File: src/rtl/div_bank_ctrl.sv
// div_bank_ctrl: NB_DIV programmable clock dividers with a valid/ready config port.
// Optional macro DIVBANK_SHADOW_EN: updates to running channels wait for the wrap or SyncIn.
// Ports: ClkIn, Reset (sync, active-high), Cfg* request fields, CfgValid/CfgReady,
// SyncIn strobe, CfgErr pulse, Pending (shadow waiting), ClockOut (registered).
module div_bank_ctrl #(
  parameter int NB_DIV     = 24,
  parameter int CH_W       = 5,
  parameter int CNT_W      = 16,
  parameter int DEF_PERIOD = 48,
  parameter int DEF_HIGH   = 24,
  parameter int DEF_PHASE  = 0
) (
  input  logic              ClkIn,
  input  logic              Reset,
  input  logic              CfgValid,
  output logic              CfgReady,
  input  logic [CH_W-1:0]   CfgChan,
  input  logic [CNT_W-1:0]  CfgPeriod,
  input  logic [CNT_W-1:0]  CfgHigh,
  input  logic [CNT_W-1:0]  CfgPhase,
  input  logic              CfgEnable,
  input  logic              SyncIn,
  output logic              CfgErr,
  output logic [NB_DIV-1:0] Pending,
  output logic [NB_DIV-1:0] ClockOut
);

  typedef enum logic [1:0] {
    IDLE,
    CHECK,
    COMMIT
  } state_t;

  state_t state;

  logic [CH_W-1:0]  rChan;
  logic [CNT_W-1:0] rPeriod;
  logic [CNT_W-1:0] rHigh;
  logic [CNT_W-1:0] rPhase;
  logic             rEn;
  logic             reqOk;
  logic             commit;

  logic [CNT_W-1:0] period  [NB_DIV];
  logic [CNT_W-1:0] high    [NB_DIV];
  logic [CNT_W-1:0] phase   [NB_DIV];
  logic [CNT_W-1:0] cnt     [NB_DIV];
  logic [CNT_W-1:0] nextCnt [NB_DIV];
  logic [NB_DIV-1:0] en;
  logic [NB_DIV-1:0] hit;
  logic [NB_DIV-1:0] wrap;

  assign reqOk = (int'(rChan) < NB_DIV)
              && (rPeriod >= CNT_W'(2))
              && (rHigh != '0)
              && (rHigh < rPeriod)
              && (rPhase < rPeriod);

  assign commit = (state == COMMIT) && reqOk;

  always_ff @(posedge ClkIn) begin
    if (Reset) begin
      state    <= IDLE;
      CfgReady <= 1'b0;
      CfgErr   <= 1'b0;
    end else begin
      CfgErr <= 1'b0;
      unique case (state)
        IDLE: begin
          if (CfgValid && CfgReady) begin
            rChan    <= CfgChan;
            rPeriod  <= CfgPeriod;
            rHigh    <= CfgHigh;
            rPhase   <= CfgPhase;
            rEn      <= CfgEnable;
            state    <= CHECK;
            CfgReady <= 1'b0;
          end else begin
            CfgReady <= 1'b1;
          end
        end
        CHECK: state <= COMMIT;
        COMMIT: begin
          CfgErr   <= !reqOk;
          state    <= IDLE;
          CfgReady <= 1'b1;
        end
        default: state <= IDLE;
      endcase
    end
  end

  // The counter restarts at Phase when disabled or on sync; otherwise it wraps
  // at Period-1 so a shrinking period can never leave it out of range.
  always_comb begin
    for (int i = 0; i < NB_DIV; i++) begin
      hit[i]  = commit && (int'(rChan) == i);
      wrap[i] = cnt[i] >= (period[i] - CNT_W'(1));
      if (!en[i] || SyncIn) nextCnt[i] = phase[i];
      else if (wrap[i])     nextCnt[i] = '0;
      else                  nextCnt[i] = cnt[i] + CNT_W'(1);
    end
  end

`ifdef DIVBANK_SHADOW_EN
  logic [CNT_W-1:0]  sPeriod [NB_DIV];
  logic [CNT_W-1:0]  sHigh   [NB_DIV];
  logic [CNT_W-1:0]  sPhase  [NB_DIV];
  logic [NB_DIV-1:0] sEn;
  logic [NB_DIV-1:0] pend;

  assign Pending = pend;
`else
  assign Pending = '0;
`endif

  always_ff @(posedge ClkIn) begin
    if (Reset) begin
      for (int i = 0; i < NB_DIV; i++) begin
        period[i]   <= CNT_W'(DEF_PERIOD);
        high[i]     <= CNT_W'(DEF_HIGH);
        phase[i]    <= CNT_W'(DEF_PHASE);
        cnt[i]      <= CNT_W'(DEF_PHASE);
        en[i]       <= 1'b1;
        ClockOut[i] <= 1'b0;
`ifdef DIVBANK_SHADOW_EN
        sPeriod[i]  <= '0;
        sHigh[i]    <= '0;
        sPhase[i]   <= '0;
        sEn[i]      <= 1'b0;
        pend[i]     <= 1'b0;
`endif
      end
    end else begin
      for (int i = 0; i < NB_DIV; i++) begin
        ClockOut[i] <= en[i] && (cnt[i] < high[i]);
`ifdef DIVBANK_SHADOW_EN
        // A sync in the commit cycle would apply the shadow anyway, so the
        // new values go straight in; a fresh commit supersedes any old shadow.
        if (hit[i] && (!en[i] || SyncIn)) begin
          period[i] <= rPeriod;
          high[i]   <= rHigh;
          phase[i]  <= rPhase;
          en[i]     <= rEn;
          cnt[i]    <= rPhase;
          pend[i]   <= 1'b0;
        end else if (hit[i]) begin
          sPeriod[i] <= rPeriod;
          sHigh[i]   <= rHigh;
          sPhase[i]  <= rPhase;
          sEn[i]     <= rEn;
          pend[i]    <= 1'b1;
          cnt[i]     <= nextCnt[i];
        end else if (pend[i] && (SyncIn || wrap[i])) begin
          period[i] <= sPeriod[i];
          high[i]   <= sHigh[i];
          phase[i]  <= sPhase[i];
          en[i]     <= sEn[i];
          cnt[i]    <= sPhase[i];
          pend[i]   <= 1'b0;
        end else begin
          cnt[i] <= nextCnt[i];
        end
`else
        if (hit[i]) begin
          period[i] <= rPeriod;
          high[i]   <= rHigh;
          phase[i]  <= rPhase;
          en[i]     <= rEn;
          cnt[i]    <= rPhase;
        end else begin
          cnt[i] <= nextCnt[i];
        end
`endif
      end
    end
  end

endmodule

File: config.mk
export PLATFORM = sky130hd
export DESIGN_NAME = div_bank_ctrl
export DESIGN_NICKNAME = d
export VERILOG_FILES = /design/src/rtl/div_bank_ctrl.sv
export SDC_FILE = /design/constraint.sdc
export NUM_CORES = 2
export LEC_CHECK = 0
export CAP_MARGIN = 20
export CORE_UTILIZATION = 45
export CTS_CLUSTER_DIAMETER = 80
export DETAILED_ROUTE_END_ITERATION = 10
export SLEW_MARGIN = 10
export SYNTH_ARGS = -nofsm -noshare
export SYNTH_HDL_FRONTEND = slang
export SYNTH_SLANG_ARGS = --single-unit
File: constraint.sdc
create_clock -name ClkIn -period 16.3 [get_ports ClkIn]
set_input_delay 3.26 -clock ClkIn [delete_from_list [all_inputs] [get_ports ClkIn]]
set_output_delay 3.26 -clock ClkIn [all_outputs]
set_load 0.03 [all_outputs]
## Yosys cells after proc, flatten, opt, wreduce, memory -nomap -nowiden

Memories as Yosys holds them, arrays and structs flattened.
Cells that the tools add are included.

| storage, ports and cells | value |
|---|---|
| memories | 4 |
| RAM bits | 1,536 |
| word-level logic and storage cells | 712 |
| output and inout port bits | 50 |
| bits of input ports | 58 |
| bits in registers | 106 |

| operators by class | value |
|---|---|
| equality and inequality tests | 26 |
| reduce and logical (&&, ||, !) cells | 109 |
| muxes and demuxes | 318 |
| add/subtract/negate cells | 48 |
| magnitude comparators | 52 |
| bitwise logic cells | 122 |

Memory list:

| memory | words | bits a word | read ports | clocked after Yosys merged registers in | wr ports | RTL line | source |
|---|---|---|---|---|---|---|---|
| cnt | 24 | 16 | 24 | 0 | 24 | 47 | `logic [CNT_W-1:0] cnt [NB_DIV];` |
| high | 24 | 16 | 24 | 0 | 24 | 45 | `logic [CNT_W-1:0] high [NB_DIV];` |
| period | 24 | 16 | 24 | 0 | 24 | 44 | `logic [CNT_W-1:0] period [NB_DIV];` |
| phase | 24 | 16 | 24 | 0 | 24 | 46 | `logic [CNT_W-1:0] phase [NB_DIV];` |

Operator list:

| cell | count |
|---|---|
| 16-bit 2-to-1 mux | 168 |
| 16-bit < comparator | 26 |
| 16-bit by 1-bit adder with 16-bit output, second input constant | 24 |
| 16-bit greater-or-equal comparator | 24 |
| 16-bit by 1-bit subtractor with 16-bit output, second input constant | 24 |
| 1-bit 2-to-1 mux | 147 |
| 1-bit OR | 120 |
| 5-bit == test, second input constant | 16 |
| 1-bit logical AND | 54 |
| 1-bit zero test | 25 |
| 1-bit logical OR | 24 |
| 5-bit by 4-bit == test with 1-bit output, second input constant | 4 |
| 16-bit by 2-bit greater-or-equal comparator with 1-bit output, second input constant | 1 |
| 16-bit nonzero test | 1 |
| 5-bit by 3-bit == test with 1-bit output, second input constant | 2 |
| 5-bit by 2-bit == test with 1-bit output, second input constant | 1 |
| 5-bit zero test | 1 |
| 5-bit < comparator, second input constant | 1 |
| 2-bit one-hot mux with 2 select lines | 1 |
| 3-bit AND reduction | 1 |
| 2-bit by 1-bit == test with 1-bit output, second input constant | 1 |
| 2-bit == test, second input constant | 1 |
| 2-bit zero test | 1 |
| 2-bit 2-to-1 mux | 1 |
| other kinds (5) | 6 |

## Depth between registers and ports, before layout

| depth | value |
|---|---|
| depth after elaboration | 12 |
| gate-level depth with buffers | 16 |
| gate-level depth less buffers | 15 |

## Worst setup path before layout

Ideal clock, no wire load.

| timing | value |
|---|---|
| path type | input-to-reg |
| start | input Reset |
| end | register rChan[0] (enable) |
| path slack | 8.005 ns |
| setup time | 0.532 ns |
| data required time | 15.768 ns |
| buffers on the path | 4 |
| arrival | 7.762 ns |
| stages | 5 |
| path through | clkbuf_1 -> clkbuf_1 -> clkbuf_1 -> clkbuf_1 -> nor3_1 |

| between the ends | value |
|---|---|
| word-level cells in the longest chain between the ends | 2 |

RTL lines:

| what | RTL line | source |
|---|---|---|
| start: declaration | 14 | `input logic Reset,` |
| 1-bit NOT (no line) | -- |  |
| 3-bit AND reduction (no line) | -- |  |
| end signal: assignment | 71 | `rChan <= CfgChan;` |
| end: declaration | 36 | `logic [CH_W-1:0] rChan;` |

Every way passes these cells.
A chain may end at the register's enable or synchronous reset.

==> metrics <==
status=complete, no violations; Synth cell types=66; # rows=between 150 and 200; RR Startpoint=rPeriod[14]$_DFFE_PP_; post-route ant nets=0; fraction of layout cells with a size suffix above 1=~6.6%; Worst VDD drop=roughly 110 uV; clk root buf=clkbuf_16; Slew HR=between 10% and 20%; vias in the first global route=around 66000; placer congestion estimate=0.917; Hold Crit Depth=1; Clock Sinks=between 1500 and 2000; Critical Path Fanout Max=33; H-tree Lvls=4; critical path required time=between 15000 and 20000 ps; Initial Util=between 40 and 50%; Post-Route Setup TNS=0 ps; mean post-synth cell area=10.8 um^2; drt total wl=approximately 310 mm; Power Density=around 100 nW/um^2; Max Cap Viol=0; HP Class=reg2reg; crit path time final=5940 ps; clock skew=between 60 and 70 ps; die area=just over 200000 um^2; Primary FF master, synth=edfxtp_1; Worst EP arrival=~6500 ps; f_max=~170 MHz; CP Capture Type=flop; FF+latch area=approximately 49000 um^2; hold path start=en[19]$_SDFFE_PP1P_; Placed Cells=approximately 11000; pre-CTS WS=9600 ps; worst slew pin tran=between 1000 and 1500 ps; CTS tree=built; Worst Path Class, Setup=reg2reg; most frequent cells in the layout=edfxtp_1 (1590), nor2_1 (1470), ha_1 (822); vias per inst=5.89; # fillers=approximately 18000; max-slew violation count=0; DP HPWL=approximately 200 mm; Remaining DRCs=0; All-Layer GR Usage=between 20% and 30%; final hold violation count=0; Post-synth ARST share=0%; # resized after CTS=0; initial antenna violation count=16; cell area after synthesis=92800 um^2; Port Buffers=83; TritonCTS Buffers=~190; Post-CTS Setup Inserts=0; top cell type's share of synthesized area=51.5%; reg-to-reg slack, setup=between 10000 and 15000 ps; die height=roughly 460 um; DRT Pass-1 Iters=6; register area share after synthesis=52.6%; I/O pins=around 110; Worst Hold End=en[19]$_SDFFE_PP1P_; Multi-input gate area=about 42000 um^2; core footprint=205000 um^2; cell count after synthesis=8587; RSZ-0062 raised after global routing=no; final non-filler cell total=11800; Longest Clk Path Bufs=3; placed cell area=around 100000 um^2; largest net degree at the start of global routing=about 120; nets=roughly 9900; Reg clk slew, reported paths=~60 ps; Area contributors post-synth=edfxtp_1 (51%), ha_1 (11%), nor2_1 (6.0%), xnor2_1 (3.8%), xor2_1 (2.5%); Congestion Overflow GR=0; EDFF count, synth=1590; Vias=between 60000 and 70000; most common cell after layout, fill and taps aside=edfxtp_1; Die Wd=456 um; post-synthesis register bit count=1642; total chip power=10.5 mW; Clk Latency, worst-skew pair=roughly 860 ps; area delta synth->final=13.0%; Hold Buf Count CTS=0; yosys warns=0; Avg WL per Cell=approximately 26 um; Critical Path Start Type=flop; post-route cell area=105000 um^2; DR iter-0 viols=about 8000; worst-case reg-to-reg path depth=10; # setup viols final=0; Synth area leader=edfxtp_1; first-pass GRT wire length=448 mm; period utilization=~36%; PnR worst setup slack=around 10000 ps; FF-to-FF End=high[1][62]$_SDFFCE_PN0P_; Leak=approximately 40 nW
-- kinds of logic after synthesis --
kind of cell	Yosys count	share of synthesized area, %
muxes	36	0.388
AOI/OAI and AO/OA	1310	9.59
DFF	1642	52.6
xor gates and xnor gates	670	6.33
other	2	0.00810
and+or+nand+nor	3123	15.9
adders and majority gates	822	11.1
buffers and inverters	982	4.13
-- final cells by class --
type	count	share of cell area, %
clock inverter	108	1.17
timing repair buffer	246	2.12
clock buffer	252	5.01
multi-input combinational	6369	40.0
antenna	6	0.0143
sequential	1642	46.6
tap	2688	3.21
inverter	524	1.88
-- sequential cells by signal, indices dropped and copies added, names as in the netlist --
register,flops
cnt,384
high,384
period,384
phase,384
ClockOut,24
en,24
rHigh,16
rPeriod,16
rPhase,16
rChan,5
state,2
CfgErr,1
CfgReady,1
rEn,1
-- critical path, stage by stage, from the launching register on --
cell and delay (ps):
edfxtp_1 830, inv_1 210, ha_1 360, nand4_1 160
nor3_1 400, nor4b_2 890, or2_2 610, buf_4 450
or4_1 710, nand2b_2 560, buf_4 430
-- synthesized netlist by cell type, drive strengths merged (5+ instances only) --
| cell type | count |
|---|---|
| edfxtp | 1590 |
| nor2 | 1474 |
| ha | 822 |
| inv | 524 |
| xnor2 | 403 |
| nand2 | 361 |
| clkbuf | 354 |
| nor3 | 341 |
| a21oi | 329 |
| xor2 | 267 |
| a211oi | 225 |
| a22oi | 163 |
| nand4 | 159 |
| nand3 | 153 |
| o21ai | 133 |
| nand2b | 124 |
| nor4 | 115 |
| buf | 104 |
| a221oi | 102 |
| a21o | 91 |
| o21bai | 73 |
| and3 | 68 |
| or4 | 68 |
| o21a | 56 |
| or3 | 55 |
| dfxtp | 52 |
| nor2b | 50 |
| and4 | 44 |
| mux2i | 36 |
| and2 | 28 |
| o211ai | 27 |
| a21boi | 26 |
| o2111ai | 25 |
| nand3b | 24 |
| or2 | 24 |
| a211o | 23 |
| nor3b | 21 |
| a31oi | 8 |
| a2111oi | 7 |
| a2bb2oi | 5 |
| o22ai | 5 |
| o31ai | 5 |
-- stage by stage --
step	hold slack [ps]	util (%)
after floorplan	460	-
after global placement	468	47.9
after detailed placement	482	48.0
after CTS	490	51.2
after global routing	519	51.2
final	498	51.2
-- metal layers --
metal  up-vias  wire length, um  global-route usage, %
met4         2            19300                   15.9
met2      3141           139000                   45.7
met3       670            26800                   4.51
met1     34300           126000                   39.4
met5         -                7                      0
li1      31500                -                      -
-- power by group --
part / switching [mW] / internal [mW] / leakage [nW]
Clock: 1.84 / 2.62 / 3.18
Sequential: 0.192 / 4.83 / 16.4
Combinational: 0.659 / 0.379 / 20.3
-- how the worst max path moves through the flow --
stage                                from  cells after the start  slack [ps]                         end
detailed placement                 SyncIn                      8        9600     cnt[2][6]$_SDFFCE_PN0P_
finish              rPeriod[14]$_DFFE_PP_                     10       10360   high[1][62]$_SDFFCE_PN0P_
global placement                   SyncIn                      7        9330     cnt[0][7]$_SDFFCE_PN0P_
floorplan                           Reset                      5        8010          rChan[0]$_DFFE_PP_
CTS                 rPeriod[14]$_DFFE_PP_                      9       10370  phase[0][65]$_SDFFCE_PN0P_
global route        rPeriod[14]$_DFFE_PP_                     10       10360  phase[1][46]$_SDFFCE_PN0P_
No activity file was read; power rests on OpenSTA's default activity.
